===== config.mk =====
export PLATFORM = sky130hd
export DESIGN_NAME = branch_predictor_gshare
export DESIGN_NICKNAME = d
export VERILOG_FILES = /design/src/rtl/branch_predictor_gshare.sv
export SDC_FILE = /design/constraint.sdc
export NUM_CORES = 1
export LEC_CHECK = 0
export ABC_AREA = 1
export CAP_MARGIN = 20
export CORE_ASPECT_RATIO = 1.1
export CORE_MARGIN = 3
export CORE_UTILIZATION = 30
export DETAILED_ROUTE_END_ITERATION = 10
export SLEW_MARGIN = 15
export SYNTH_ARGS = -nofsm -noshare
export SYNTH_HDL_FRONTEND = slang
export SYNTH_SLANG_ARGS = --single-unit

===== constraint.sdc =====
create_clock -name clk -period 3 [get_ports clk]
set_clock_uncertainty 0.2 [all_clocks]
set_input_delay 0.3 -clock clk [delete_from_list [all_inputs] [get_ports clk]]
set_output_delay 0.3 -clock clk [all_outputs]
set_load 0.1 [all_outputs]

===== src/rtl/branch_predictor_gshare.sv =====
// rtl/branch_predictor_gshare.sv - gshare/bimodal branch predictor with GHR recovery and saturating statistics
//
// Same-cycle taken/target prediction for the ID stage, trained by MEM-stage resolution.
//
// Ports:
//   clk, rst                  clock (rising edge), asynchronous active-high reset
//   lookup_valid              ID instruction is valid
//   lookup_is_branch          ID instruction is a conditional branch
//   lookup_is_jump            ID instruction is JAL (always taken, never touches PHT/GHR)
//   lookup_pc, lookup_imm     PC and sign-extended immediate of the ID instruction
//   pred_taken                redirect fetch
//   pred_target               lookup_pc + lookup_imm
//   pred_index, pred_ghr      PHT index and pre-shift GHR, carried down to MEM
//   resolve_valid             a branch resolved in MEM this cycle
//   resolve_index, resolve_ghr  values carried with the resolving branch
//   resolve_taken             actual outcome
//   resolve_mispred           actual outcome differs from the prediction
//   stat_branches             saturating count of resolved branches
//   stat_mispreds             saturating count of mispredicted branches

module branch_predictor_gshare #(
  parameter int IDX_BITS  = 3,
  parameter int HIST_BITS = 3,
  parameter int MODE      = 1,
  parameter int STAT_W    = 32
) (
  input  logic                 clk,
  input  logic                 rst,
  input  logic                 lookup_valid,
  input  logic                 lookup_is_branch,
  input  logic                 lookup_is_jump,
  input  logic [31:0]          lookup_pc,
  input  logic [31:0]          lookup_imm,
  output logic                 pred_taken,
  output logic [31:0]          pred_target,
  output logic [IDX_BITS-1:0]  pred_index,
  output logic [HIST_BITS-1:0] pred_ghr,
  input  logic                 resolve_valid,
  input  logic [IDX_BITS-1:0]  resolve_index,
  input  logic [HIST_BITS-1:0] resolve_ghr,
  input  logic                 resolve_taken,
  input  logic                 resolve_mispred,
  output logic [STAT_W-1:0]    stat_branches,
  output logic [STAT_W-1:0]    stat_mispreds
);

  localparam int PHT_SIZE = 1 << IDX_BITS;

  logic [1:0]           pht [PHT_SIZE];
  logic [HIST_BITS-1:0] ghr;
  logic [HIST_BITS-1:0] ghr_next;
  logic [IDX_BITS-1:0]  pc_idx;
  logic [IDX_BITS-1:0]  ghr_ext;
  logic [IDX_BITS-1:0]  idx;
  logic                 lookup_shift;
  logic [1:0]           pht_old;
  logic [1:0]           pht_new;

  // ---------------------------------------------------------------------------
  // Index and prediction (combinational, zero latency)
  // ---------------------------------------------------------------------------
  assign pc_idx  = lookup_pc[IDX_BITS+1:2];
  // History is narrower than or equal to the index; it folds into the low bits.
  assign ghr_ext = IDX_BITS'(ghr);

  always_comb begin
    idx = pc_idx;
    if (MODE != 0) begin
      idx = pc_idx ^ ghr_ext;
    end
  end

  assign pred_index  = idx;
  assign pred_ghr    = ghr;
  assign pred_target = lookup_pc + lookup_imm;
  assign pred_taken  = lookup_valid & (lookup_is_jump | (lookup_is_branch & pht[idx][1]));

  // A jump flagged alongside a branch is still a jump: it must not shift history.
  assign lookup_shift = lookup_valid & lookup_is_branch & ~lookup_is_jump;

  // ---------------------------------------------------------------------------
  // Global history: mispredict recovery overrides the speculative shift, since
  // the instruction doing the lookup is younger and is being flushed.
  // The left shift drops the oldest bit; for HIST_BITS=1 it leaves just the new bit.
  // ---------------------------------------------------------------------------
  always_comb begin
    ghr_next = ghr;
    if (resolve_valid && resolve_mispred) begin
      ghr_next = (resolve_ghr << 1) | HIST_BITS'(resolve_taken);
    end else if (lookup_shift) begin
      ghr_next = (ghr << 1) | HIST_BITS'(pred_taken);
    end
  end

  always_ff @(posedge clk or posedge rst) begin
    if (rst) begin
      ghr <= '0;
    end else begin
      ghr <= ghr_next;
    end
  end

  // ---------------------------------------------------------------------------
  // Pattern history table: 2-bit saturating counters, trained at resolve.
  // Lookups in the same cycle see the pre-update value (no bypass).
  // ---------------------------------------------------------------------------
  assign pht_old = pht[resolve_index];

  always_comb begin
    pht_new = pht_old;
    if (resolve_taken) begin
      if (pht_old != 2'b11) begin
        pht_new = pht_old + 2'd1;
      end
    end else begin
      if (pht_old != 2'b00) begin
        pht_new = pht_old - 2'd1;
      end
    end
  end

  always_ff @(posedge clk or posedge rst) begin
    if (rst) begin
      for (int i = 0; i < PHT_SIZE; i++) begin
        pht[i] <= 2'b01;
      end
    end else if (resolve_valid) begin
      pht[resolve_index] <= pht_new;
    end
  end

  // ---------------------------------------------------------------------------
  // Statistics: saturate at all-ones rather than wrap.
  // ---------------------------------------------------------------------------
  always_ff @(posedge clk or posedge rst) begin
    if (rst) begin
      stat_branches <= '0;
      stat_mispreds <= '0;
    end else if (resolve_valid) begin
      if (stat_branches != '1) begin
        stat_branches <= stat_branches + STAT_W'(1);
      end
      if (resolve_mispred && (stat_mispreds != '1)) begin
        stat_mispreds <= stat_mispreds + STAT_W'(1);
      end
    end
  end

endmodule


## Word level (Yosys, flattened, before mapping)

Index checks and enable logic that the tools add are counted.

- Register bits after elaboration: 83
- Bits in latches: 0
- Memory bits (writable): 0
- Memory bits (read-only): 0
- Input port bits: 78
- Output and inout bits: 103
- Word-level logic and storage cells: 54
- Memories kept: 0

- $add $sub $neg: 5
- Multipliers: 0
- Divide/modulo/power cells: 0
- Magnitude comparators: 3
- Eq/ne operators: 3
- Shifts and indexed selects: 0
- Mux-type cells: 14
- Bitwise gates (word level): 11
- Reduce and logical (&&, ||, !) cells: 7

Operators by type and width:

| cell | number |
|---|---|
| 32-bit by 1-bit adder with 32-bit output (second input constant) | 2 |
| 32-bit inequality test (second input constant) | 2 |
| 32-bit adder | 1 |
| 16-bit bitwise mux | 1 |
| 2-bit 2-to-1 mux | 8 |
| 2-bit binary-select mux with 3-bit select | 2 |
| 4-bit >= comparator (second input constant) | 2 |
| 3-bit NOT with 4-bit output | 2 |
| 2-bit demux with 3-bit select | 1 |
| 3-bit 2-to-1 mux | 2 |
| 3-bit by 1-bit bitwise OR with 3-bit output | 2 |
| 1-bit AND | 4 |
| 4-bit by 1-bit less-than comparator with 1-bit output (second input constant) | 1 |
| 2-bit AND reduction | 2 |
| 2-bit nonzero test | 2 |
| 1-bit logical AND | 3 |
| 3-bit XOR | 1 |
| 2-bit by 1-bit adder with 2-bit output (second input constant) | 1 |
| 2-bit inequality test (second input constant) | 1 |
| 2-bit by 1-bit subtractor with 2-bit output (second input constant) | 1 |
| 1-bit NOT | 1 |
| 1-bit bitwise OR | 1 |

## Longest topological paths before layout

Gate-level depths: netlist of the first run.

- Depth after elaboration: 11
- Depth in mapped cells: 12
- Mapped depth without buffers: 11

## Worst setup path before layout of the first run

No wires, ideal clock.

- Path kind: flip-flop to output port
- Start point: reg ghr[2], in the netlist pred_ghr[2]
- End point: out pred_taken
- Data arrival time: 4.383 ns
- Setup slack: -1.883 ns
- Stages on the path, launching flop included: 6
- Cell sequence: dfrtp_1 -> xor2_1 -> nand3_1 -> nand3_1 -> nand3_1 -> a21oi_1

- Cells in the longest elaborated chain, start to end: 8

RTL lines:

| element | line | RTL |
|---|---|---|
| start: declaration | 50 | `logic [HIST_BITS-1:0] ghr;` |
| start signal: assignment | 99 | `ghr <= ghr_next;` |
| 3-bit XOR | 69 | `idx = pc_idx ^ ghr_ext;` |
| net pred_index[2] | 36 | `output logic [IDX_BITS-1:0] pred_index,` |
| 3-bit NOT with 4-bit output (not written as such) | 76 | `assign pred_taken = lookup_valid & (lookup_is_jump \| (lookup_is_branch & pht[idx][1]));` |
| 2-bit binary-select mux with 3-bit select | 76 |  |
| 2-bit 2-to-1 mux (not written as such) (2 in a row) | 76 |  |
| 1-bit AND | 76 |  |
| 1-bit bitwise OR | 76 |  |
| 1-bit AND | 76 |  |
| end: declaration | 34 | `output logic pred_taken,` |

The timed path passes the listed nets, and every way through them passes these cells. The select of a mux whose other input is x is not followed.

## Worst setup path after layout of the first run

- Start point: in lookup_pc[12]
- End point: out pred_target[29]

- Cells in the longest elaborated chain, start to end: 1

RTL lines:

| element | line | RTL |
|---|---|---|
| start: declaration | 32 | `input logic [31:0] lookup_pc,` |
| 32-bit adder | 75 | `assign pred_target = lookup_pc + lookup_imm;` |
| end: declaration | 35 | `output logic [31:0] pred_target,` |

No other way between the ends.

==> results of run 1 <==
## metal layers
layer / wire length, microns / global-route usage / part of all wire
met3: 972 / 0.0184 / 0.040
met5: 0 / 0 / 0
met4: 464 / 0.0416 / 0.019
met2: 11300 / 0.289 / 0.46
met1: 11900 / 0.252 / 0.48
## worst max-delay path: cells and delay by family
kind	cells	cell delay [ns]
simple gates	9	0.93
buf+inv	3	0.67
fa+ha+maj	1	0.41
## per-stage QoR
| step | hold slack, ns | total power, W | worst slack, ns |
|---|---|---|---|
| after detailed placement | 0.259 | 0.00468 | -0.0167 |
| final | 0.129 | 0.00582 | 0.177 |
| after CTS | 0.154 | 0.00587 | 0.0232 |
| after floorplan | 0.243 | 0.00369 | -0.157 |
| after global placement | 0.256 | 0.00466 | 0.0251 |
| after global routing | 0.190 | 0.00612 | 0.0266 |
## sequential cells by signal, indices dropped and copies added, names as in the netlist
signal / count
pred_ghr: 3
stat_mispreds: 32
stat_branches: 32
pht: 16
## layout make-up
| cell class | count | area (sq um) | share of cell area |
|---|---|---|---|
| clock buffer | 10 | 229 | 0.0216 |
| clock inverter | 6 | 71.3 | 0.00673 |
| sequential | 83 | 2090 | 0.197 |
| tap | 341 | 427 | 0.0402 |
| timing repair buffer | 197 | 2100 | 0.198 |
| multi-input combinational | 1040 | 4980 | 0.470 |
| inverter | 189 | 711 | 0.0670 |
## what timing repair did
action	in CTS	in global routing
pin swaps	0	0
gates resized for setup	1	10
endpoints found under the setup margin	1	12
endpoints found under the hold margin	0	0
buffers inserted	0	0
## worst max-delay path by stage
stage                              start               to  slack (ns)
after global placement      lookup_pc[2]  pred_target[27]        0.03
after global routing      lookup_imm[12]  pred_target[21]        0.03
final                      lookup_pc[12]  pred_target[29]        0.18
after CTS                   lookup_pc[0]  pred_target[28]        0.02
after detailed placement    lookup_pc[2]  pred_target[27]       -0.02
after floorplan              pred_ghr[2]       pred_taken       -0.16
## logic make-up after synthesis
group           after synthesis
buf+inv                     202
flops                        83
xor+xnor                     44
compound gates               62
simple gates                900
fa+ha+maj                    34
## placed cells by master, fill, tap and decap left out, drive strengths merged
cell | netlist | layout
nand2 | 615 | 615
inv | 189 | 191
nor2 | 150 | 150
buf | 12 | 121
nand3 | 78 | 78
dfrtp | 75 | 75
clkdlybuf4s50 | 0 | 74
o21ai | 35 | 35
ha | 33 | 33
xor2 | 30 | 30
nand3b | 24 | 24
nor3 | 21 | 21
a21oi | 20 | 20
xnor2 | 14 | 14
clkbuf | 1 | 10
nand4 | 9 | 9
dfstp | 8 | 8
or2 | 2 | 2
o211ai | 2 | 2
a22oi | 2 | 2
o21bai | 2 | 2
clkinv | 0 | 2
a21o | 1 | 1
nor3b | 1 | 1
fa | 1 | 1
bufinv | 0 | 1
clkinvlp | 0 | 1
dlygate4sd2 | 0 | 1
dlymetal6s2s | 0 | 1
## power by group through the flow
| stage | Combinational [W] | Sequential [W] | Clock, W |
|---|---|---|---|
| 2_1_floorplan | 0.00152 | 0.00216 | 0 |
| 3_3_place_gp | 0.00315 | 0.00151 | 0 |
| 3_5_place_dp | 0.00317 | 0.00151 | 0 |
| 4_1_cts | 0.00317 | 0.00149 | 0.00120 |
| 5_1_grt | 0.00334 | 0.00152 | 0.00125 |
| 6_report | 0.00316 | 0.00150 | 0.00117 |
==> results by group, run 1 <==
Clock tree
  • CTS Root Buffer Type: clkbuf_16
  • Num Clock Sinks: 83
  • TritonCTS Buffers: 9
  • # H-tree levels: 3
  • CTS tree: built
  • CTS clk-pin slew, worst paths: 0.08 ns
  • Worst-skew pair later-pin latency: 0.35 ns
  • Max clock buf depth: 2
  • CTS Hold Bufs: 0

Synthesis
  • Most frequent cell after synthesis: nand2_1
  • Compound-Gate Fraction of Synth Area: 0.0426
  • Share of the yosys chip area belonging to registers: 0.271
  • Cells after Synth: 1,325
  • Post-synthesis mux area share: 0
  • Synth top area share: 0.299
  • Largest family of logic cells by synthesized area: simple AND/OR/NAND/NOR gates
  • Yosys warnings: 0
  • Synth Area per Inst: 5.81 sq um
  • Synth Net Count: 1,437
  • Netlist cell types: 32
  • Synth top cells by count: nand2_1 (612), inv_1 (186), nor2_1 (146)
  • #FFs+latches synth: 83
  • Post-Synth XOR/XNOR Area: 0.0501
  • Cell Area, Synth: 7690 sq um
  • Synth top area cells: nand2_1 (30%), dfrtp_1 (24%), inv_1 (9.1%)
  • Most used DFF post-synth: dfrtp_1
  • Largest area contributor in the netlist: nand2_1
  • Simple-gate area share of the yosys netlist: 0.477
  • Synth async-reset ratio: 1.00
  • Adder-Cell Fraction of Synth Area: 0.0563
  • Number of synthesized flops with an enable pin: 0

Power
  • Static Leak: 5.52 nW
  • P per Cell Area: 549 nW/um^2
  • Worst VDD drop: 0.000413 V
  • Psw: 0.00295 W
  • Int Pwr: 0.00287 W
  • Net Sw Frac: 0.507
  • Clock power share: 0.200
  • Seq pwr share: 0.257
  • Comb pwr share: 0.543

Timing
  • Final Hold Fails: 0
  • Worst-margin pin slew: 0.614 ns
  • Slew HR: 0.590
  • Crit share post-route: 0.941
  • RSZ-0062 raised after global routing: no
  • Final setup violation count: 0
  • Fmax: 354 MHz
  • Final min period: 2.82 ns
  • Setup TNS Final: 0 ns
  • Final Max Slew Viols: 0

Worst setup path
  • Worst r2r dst: stat_branches[26]
  • CP max stage delay: 0.41 ns
  • Worst path most repeated cell: nand2_1
  • R2R setup slack: 0.55 ns
  • Worst Path Required: 2.50 ns
  • Worst-path cell chain: clkdlybuf4s50_1 -> ha_1 -> nand2_1 -> inv_1 -> nand2_1 -> nor3_1 -> nand2_1 -> nand2_1 -> nand2_1 -> nand2_1 -> nand2_1 -> nand2_1 -> buf_12
  • CP Class: input port to primary output
  • Worst Reg2Reg Path Length in Cells: 10
  • FF-to-FF Start: stat_branches[0]
  • CP endpoint kind: primary output
  • CP arrival: 2.32 ns
  • Startpoint types: input port
  • Slowest CP cell: clkdlybuf4s50_1
  • Crit Path Max Fanout: 4

Layout
  • Finished Cell Area: 10,600 sq um
  • Share of post-route cells with drive strength above 1: 0.121
  • Layout Cells excl Fill: 1,866
  • FILL cells: 2,630
  • Nets: 1,632
  • Layout Area Growth over Synthesis: 37.8%
  • Post-layout util: 0.427
  • # diodes: 0

GRT
  • Vias in the first global route: 8,168
  • Global route total overflow: 0
  • Initial antenna violation count: 0
  • Largest net degree at the start of global routing: 52
  • GRT Util Overall: 0.177
  • First-pass GRT wire length: 40,400 microns

Route
  • Iter 0 DRT Violations: 498
  • Final ANT Viol Nets: 0
  • Routed wire length: 24,600 microns
  • Via count: 8,467
  • WL/cell: 13.2 microns
  • Initial DRT Pass Iterations: 5
  • DRC errors left: 0
  • Vias per cell: 4.54

Placed design
  • IO buf count: 179
  • Number of instances in the placed design: 1,850
  • Dpl cell area: 10,300 sq um
  • GPL Wtd Cong: 0.913
  • Detailed-placement wirelength estimate: 20,000 microns

Floorplan
  • Core ar.: 24,800 sq um
  • Die area: 27,600 sq um
  • Top-level I/O count: 181
  • FP Rows: 60
  • Initial Util: 0.310
  • Die H: 174 microns
  • Chip Width: 159 microns

Status
  • Status: complete, no violations

Run
  • # Max-Cap Violations: 0

Worst hold path
  • Hold Path Class: input port to asynchronous set/reset pin
Note: power is estimated with default switching activity, not from simulation.
==> run 2, diff against run 1 <==
--- a/config.mk
+++ b/config.mk
@@ -7,7 +7,6 @@
 export LEC_CHECK = 0
 export ABC_AREA = 1
 export CAP_MARGIN = 20
-export CORE_ASPECT_RATIO = 1.1
 export CORE_MARGIN = 3
 export CORE_UTILIZATION = 30
 export DETAILED_ROUTE_END_ITERATION = 10
==> run 2 against run 1 <==
- worst setup slack lost 0.016 ns
- combinational power is essentially flat
- fmax is 0.55% lower
- via count up 0.25%
- wire length up 0.23%
- sequential cell count is the same
- count of clock-buffer cells in the layout did not move
- first-iteration DRC count down 2.4%
- critical path type unchanged
==> results by group, run 2 (same netlist as run 1, synthesis figures left out) <==
Status
  • Status: complete, no violations

Clock tree
  • CTS tree: built
  • Max clock buf depth: 2 (unchanged)
  • Worst-skew pair later-pin latency: 0.35 ns (about the same)
  • CTS clk-pin slew, worst paths: 0.06 ns (-0.02 ns)
  • # H-tree levels: 3 (unchanged)
  • CTS Hold Bufs: 0 (unchanged)
  • CTS Root Buffer Type: clkbuf_16
  • Num Clock Sinks: 83 (unchanged)
  • TritonCTS Buffers: 9 (unchanged)

Route
  • DRC errors left: 0 (unchanged)
  • WL/cell: 13.3 microns (+1.2%)
  • Iter 0 DRT Violations: 486 (-2.4%)
  • Final ANT Viol Nets: 0 (unchanged)
  • Initial DRT Pass Iterations: 7 (+2)
  • Routed wire length: 24,700 microns (+0.23%)
  • Via count: 8,488 (+0.25%)
  • Vias per cell: 4.59 (+1.2%)

Floorplan
  • Top-level I/O count: 181 (unchanged)
  • Chip Width: 166 microns (+4.7%)
  • Die area: 27,600 sq um (about the same)
  • Initial Util: 0.311 (+0.00127)
  • Die H: 166 microns (-4.5%)
  • FP Rows: 57 (-5.0%)
  • Core ar.: 24,700 sq um (-0.41%)

Worst setup path
  • Startpoint types: input port
  • Worst Path Required: 2.50 ns (about the same)
  • CP endpoint kind: primary output
  • Crit Path Max Fanout: 4 (unchanged)
  • CP arrival: 2.34 ns (+0.02 ns)
  • R2R setup slack: 0.53 ns (-0.02 ns)
  • CP Class: input port to primary output

Power
  • Static Leak: 5.48 nW (-0.65%)
  • P per Cell Area: 550 nW/um^2 (+0.16%)
  • Overall power: 0.00580 W (-0.36%)
  • Worst VDD drop: 0.000633 V (+53%)

GRT
  • Vias in the first global route: 8,024 (-1.8%)
  • First-pass GRT wire length: 40,900 microns (+1.3%)
  • Initial antenna violation count: 0 (unchanged)
  • Global route total overflow: 0 (unchanged)
  • GRT Util Overall: 0.177 (about the same)
  • Largest net degree at the start of global routing: 41 (-21%)

Layout
  • Nets: 1,631 (-0.061%)
  • Share of post-route cells with drive strength above 1: 0.121 (+0.000735)
  • # diodes: 0 (unchanged)
  • Largest regs: stat_branches x32, stat_mispreds x32, pht x16
  • Layout Area Growth over Synthesis: 37.1%
  • Most frequent cells in the layout: nand2_1 (608), inv_1 (185), nor2_1 (145)
  • Layout Cells excl Fill: 1,848 (-0.96%)
  • Most common cell after layout, fill and taps aside: nand2_1

Run
  • # Max-Cap Violations: 0 (unchanged)

Timing
  • Worst-margin pin slew: 0.464 ns (-0.150 ns)
  • Final setup violation count: 0 (unchanged)
  • Final min period: 2.84 ns (+0.0156 ns)
  • Crit share post-route: 0.946 (+0.00519)
  • Final Max Slew Viols: 0 (unchanged)
  • RSZ-0062 raised after global routing: no
  • Final Hold Fails: 0 (unchanged)
  • Slew HR: 0.690 (+0.100)
  • Fmax: 352 MHz (-0.55%)

Placed design
  • Detailed-placement wirelength estimate: 20,100 microns (+0.22%)
  • IO buf count: 179 (unchanged)
  • GPL Wtd Cong: 0.886 (-2.9%)
  • Number of instances in the placed design: 1,832 (-0.97%)

Worst hold path
  • Hold Path Class: input port to asynchronous set/reset pin
[run 2: cell types whose count changed in the layout (fill, tap and decap cells not counted), moves of 2 or more]
| cell | previous run | this run |
|---|---|---|
| nand2_2 | 4 | 6 |
| nand2_1 | 610 | 608 |
| clkdlybuf4s50_1 | 74 | 76 |
| clkinvlp_4 | 1 | 3 |
[run 2: worst max-delay path: stages]
cell and delay, ns:
clkdlybuf4s50_1 0.42, ha_1 0.22, fa_2 0.40, nand3_1 0.10
nand3_1 0.13, nand3_1 0.10, nand3_1 0.13, buf_4 0.18
xor2_2 0.16, buf_12 0.20
[run 2: repair_timing]
action,CTS,global route
buffers inserted,0,0
resized for setup,0,10
endpoints found under the setup margin,0,11
[run 2: worst paths after layout]
| kind | depth (start not counted) | to | start |
|---|---|---|---|
| setup / recovery | 10 | pred_target[12] | lookup_imm[0] |
| hold / removal | 2 | stat_mispreds[29] | rst |
| setup reg to reg | 10 | stat_branches[26] | stat_branches[0] |
| hold reg to reg | 2 | pht[2] | pht[2] |
| max in group asynchronous | 3 | stat_mispreds[8] | rst |
| min in group clk | 2 | pht[2] | pht[2] |
[run 2: layout make-up]
class                      count  area (sq um)
tap                          324           405
fill                        2637         14200
inverter                     189           711
clock inverter                 6          66.3
clock buffer                  10           229
sequential                    83          2090
multi-input combinational   1040          4970
timing repair buffer         196          2070
[run 2: power breakdown]
group / internal, W / switching, W / leakage [nW]
registers: 0.00129 / 0.000201 / 1.09
logic: 0.000918 / 0.00225 / 4.25
clock network: 0.000648 / 0.000497 / 0.135
total: 0.00286 / 0.00294 / 5.48
[run 2: metal layers]
layer / track usage / routed length, microns
met4: 0.0344 / 198
met2: 0.289 / 11000
met3: 0.0326 / 1260
met1: 0.248 / 12200
met5: 0 / 0
[run 2: per-stage QoR]
stage	setup TNS [ns]	cell area, sq um	hold slack [ns]	setup WS, ns	utilization
floorplan	-0.157	7820	0.243	-0.157	-
global route	0	10500	0.109	0.00993	0.426
CTS	0	10500	0.0862	0.0411	0.425
detailed placement	0	10200	0.258	0.0539	0.413
finish	0	10500	0.0767	0.162	0.426
global placement	0	10200	0.257	0.0696	0.413
==> run 3, diff against run 2 <==
--- a/config.mk
+++ b/config.mk
@@ -7,9 +7,11 @@
 export LEC_CHECK = 0
 export ABC_AREA = 1
 export CAP_MARGIN = 20
+export CORE_ASPECT_RATIO = 1.2
 export CORE_MARGIN = 3
-export CORE_UTILIZATION = 30
+export CORE_UTILIZATION = 40
 export DETAILED_ROUTE_END_ITERATION = 10
+export PLACE_DENSITY = 0.66
 export SLEW_MARGIN = 15
 export SYNTH_ARGS = -nofsm -noshare
 export SYNTH_HDL_FRONTEND = slang
==> run 3 against run 2 <==
- sequential power about the same
- worst setup slack got worse by 0.048 ns
- final cell count fell by 3.8%
- non-clock buffer count grew 2
- via count hardly changed
- design area shrank 1.0%
- count of clock-buffer cells in the layout is 2 higher
==> results by group, run 3 (same netlist as run 1, synthesis figures left out) <==
Clock tree
  • # Post-CTS Setup Buffers: 0 (unchanged)
  • Num Clock Sinks: 83 (unchanged)
  • Max clock buf depth: 2 (unchanged)
  • Worst-skew pair later-pin latency: 0.34 ns (about the same)
  • TritonCTS Buffers: 9 (unchanged)
  • CTS tree: built
  • CTS clk-pin slew, worst paths: 0.06 ns (about the same)
  • CTS Hold Bufs: 0 (unchanged)
  • # H-tree levels: 3 (unchanged)
  • CTS Root Buffer Type: clkbuf_16
  • Gates resized, CTS repair: 0 (unchanged)

Power
  • P per Cell Area: 550 nW/um^2 (about the same)
  • Seq pwr share: 0.260 (+0.003)
  • Worst VDD drop: 0.000685 V (+8.3%)
  • Comb pwr share: 0.548 (+0.003)
  • Psw: 0.00289 W (-1.8%)
  • Net Sw Frac: 0.503 (-0.00418)
  • Int Pwr: 0.00286 W (-0.12%)
  • Static Leak: 5.50 nW (+0.40%)
  • Overall power: 0.00575 W (-0.96%)
  • Clock power share: 0.192 (-0.005)

Layout
  • Largest regs: stat_branches x32, stat_mispreds x32, pht x16
  • Share of post-route cells with drive strength above 1: 0.117 (-0.00409)
  • # diodes: 0 (unchanged)
  • Most frequent cells in the layout: nand2_1 (610), inv_1 (185), nor2_1 (145)
  • Layout Area Growth over Synthesis: 35.7%
  • Most common cell after layout, fill and taps aside: nand2_1
  • Nets: 1,633 (+0.12%)

Floorplan
  • Initial Util: 0.416 (+0.105)
  • Top-level I/O count: 181 (unchanged)
  • Die H: 158 microns (-4.9%)
  • Chip Width: 133 microns (-20%)
  • Die area: 20,900 sq um (-24%)
  • Core ar.: 18,500 sq um (-25%)
  • FP Rows: 54 (-5.3%)

Route
  • Initial DRT Pass Iterations: 5 (-2)
  • Final ANT Viol Nets: 0 (unchanged)
  • WL/cell: 13.2 microns (-0.88%)
  • Routed wire length: 23,500 microns (-4.6%)
  • Via count: 8,490 (+0.024%)
  • Iter 0 DRT Violations: 393 (-19%)
  • Vias per cell: 4.78 (+4.0%)
  • DRC errors left: 0 (unchanged)

Worst setup path
  • Crit path launch: lookup_pc[0]
  • Startpoint types: input port
  • CP endpoint kind: primary output
  • CP arrival: 2.39 ns (+0.05 ns)
  • FF-to-FF Start: stat_mispreds[0]
  • Worst Path Required: 2.50 ns (about the same)
  • CP Class: input port to primary output
  • Crit Path Max Fanout: 3 (-1)

Timing
  • Final Max Slew Viols: 0 (unchanged)
  • Final Hold Fails: 0 (unchanged)
  • Final setup violation count: 0 (unchanged)
  • RSZ-0062 raised after global routing: no
  • Final min period: 2.89 ns (+0.0475 ns)
  • Crit share post-route: 0.962 (+0.0158)
  • Slew HR: 0.599 (-0.0917)
  • Fmax: 347 MHz (-1.6%)
  • Worst-margin pin slew: 0.601 ns (+0.137 ns)
  • Final WS setup: 0.114 ns (-0.0475 ns)

GRT
  • Global route total overflow: 0 (unchanged)
  • GRT Util Overall: 0.223 (+0.0453)
  • Grt met2 use: 0.412 (+0.123)
  • Met1 usage in global routing: 0.264 (+0.0155)
  • Top Usage Layer GRT: met2
  • Met3 usage: 0.0350 (+0.00235)
  • Largest net degree at the start of global routing: 39 (-4.9%)
  • Vias in the first global route: 8,179 (+1.9%)
  • First-pass GRT wire length: 38,400 microns (-6.2%)
  • Initial antenna violation count: 0 (unchanged)

Placed design
  • Detailed-placement wirelength estimate: 19,200 microns (-4.0%)
  • GPL Wtd Cong: 0.952 (+7.4%)
  • Setup WS pre-CTS: 0.0829 ns (+0.0290 ns)
  • IO buf count: 179 (unchanged)

Status
  • Status: complete, no violations

Run
  • # Max-Cap Violations: 0 (unchanged)

Worst hold path
  • Hold Path Class: input port to asynchronous set/reset pin
[run 3: power groups by stage]
stage,Clock (W),Combinational (W),Sequential [W]
final,0.00111,0.00315,0.00149
after global routing,0.00118,0.00333,0.00152
after CTS,0.00113,0.00317,0.00149
after detailed placement,0,0.00316,0.00150
after global placement,0,0.00314,0.00150
after floorplan,0,0.00152,0.00216
[run 3: per-layer routing]
metal | wire [microns] | part of all wire
met1 | 10100 | 0.43
met2 | 11500 | 0.49
met3 | 1190 | 0.050
met4 | 640 | 0.027
met5 | 0 | 0
[run 3: worst paths after layout]
| kind | end | cells past startpoint | slack (ns) |
|---|---|---|---|
| min in group clk | pht[6] | 2 | 0.27 |
| worst min-delay path | stat_mispreds[10] | 2 | 0.10 |
| worst max-delay path | pred_target[12] | 10 | 0.11 |
| worst min register to register | pht[6] | 2 | 0.27 |
| max in group asynchronous | stat_branches[12] | 3 | 1.84 |
| worst max register to register | stat_mispreds[23] | 10 | 0.43 |
[run 3: metrics by stage]
stage | utilization | setup TNS [ns] | area, sq um | instances | hold WS (ns)
4_1_cts | 0.563 | 0 | 10400 | 1778 | 0.106
3_5_place_dp | 0.548 | 0 | 10100 | 1762 | 0.260
5_1_grt | 0.564 | 0 | 10400 | 1778 | 0.145
3_3_place_gp | 0.548 | 0 | 10100 | 1762 | 0.255
6_report | 0.564 | 0 | 10400 | 1778 | 0.100
2_1_floorplan | - | -0.157 | 7820 | 1325 | 0.243
[run 3: area by class of cell]
cell class	instances	area, sq um
Sequential cell	83	2090
Inverter	189	711
Clock buffer	12	236
Timing Repair Buffer	198	2090
Fill cell	1936	8070
Multi-Input combinational cell	1040	4950
Tap cell	252	315
Clock inverter	4	51.3
[run 3: critical path, stage by stage]
cell	delay (ns)
clkdlybuf4s50_1	0.41
ha_1	0.23
fa_1	0.39
nand3_1	0.09
nand3_1	0.12
nand3_1	0.10
nand3_1	0.18
buf_4	0.21
xor2_2	0.16
buf_12	0.20
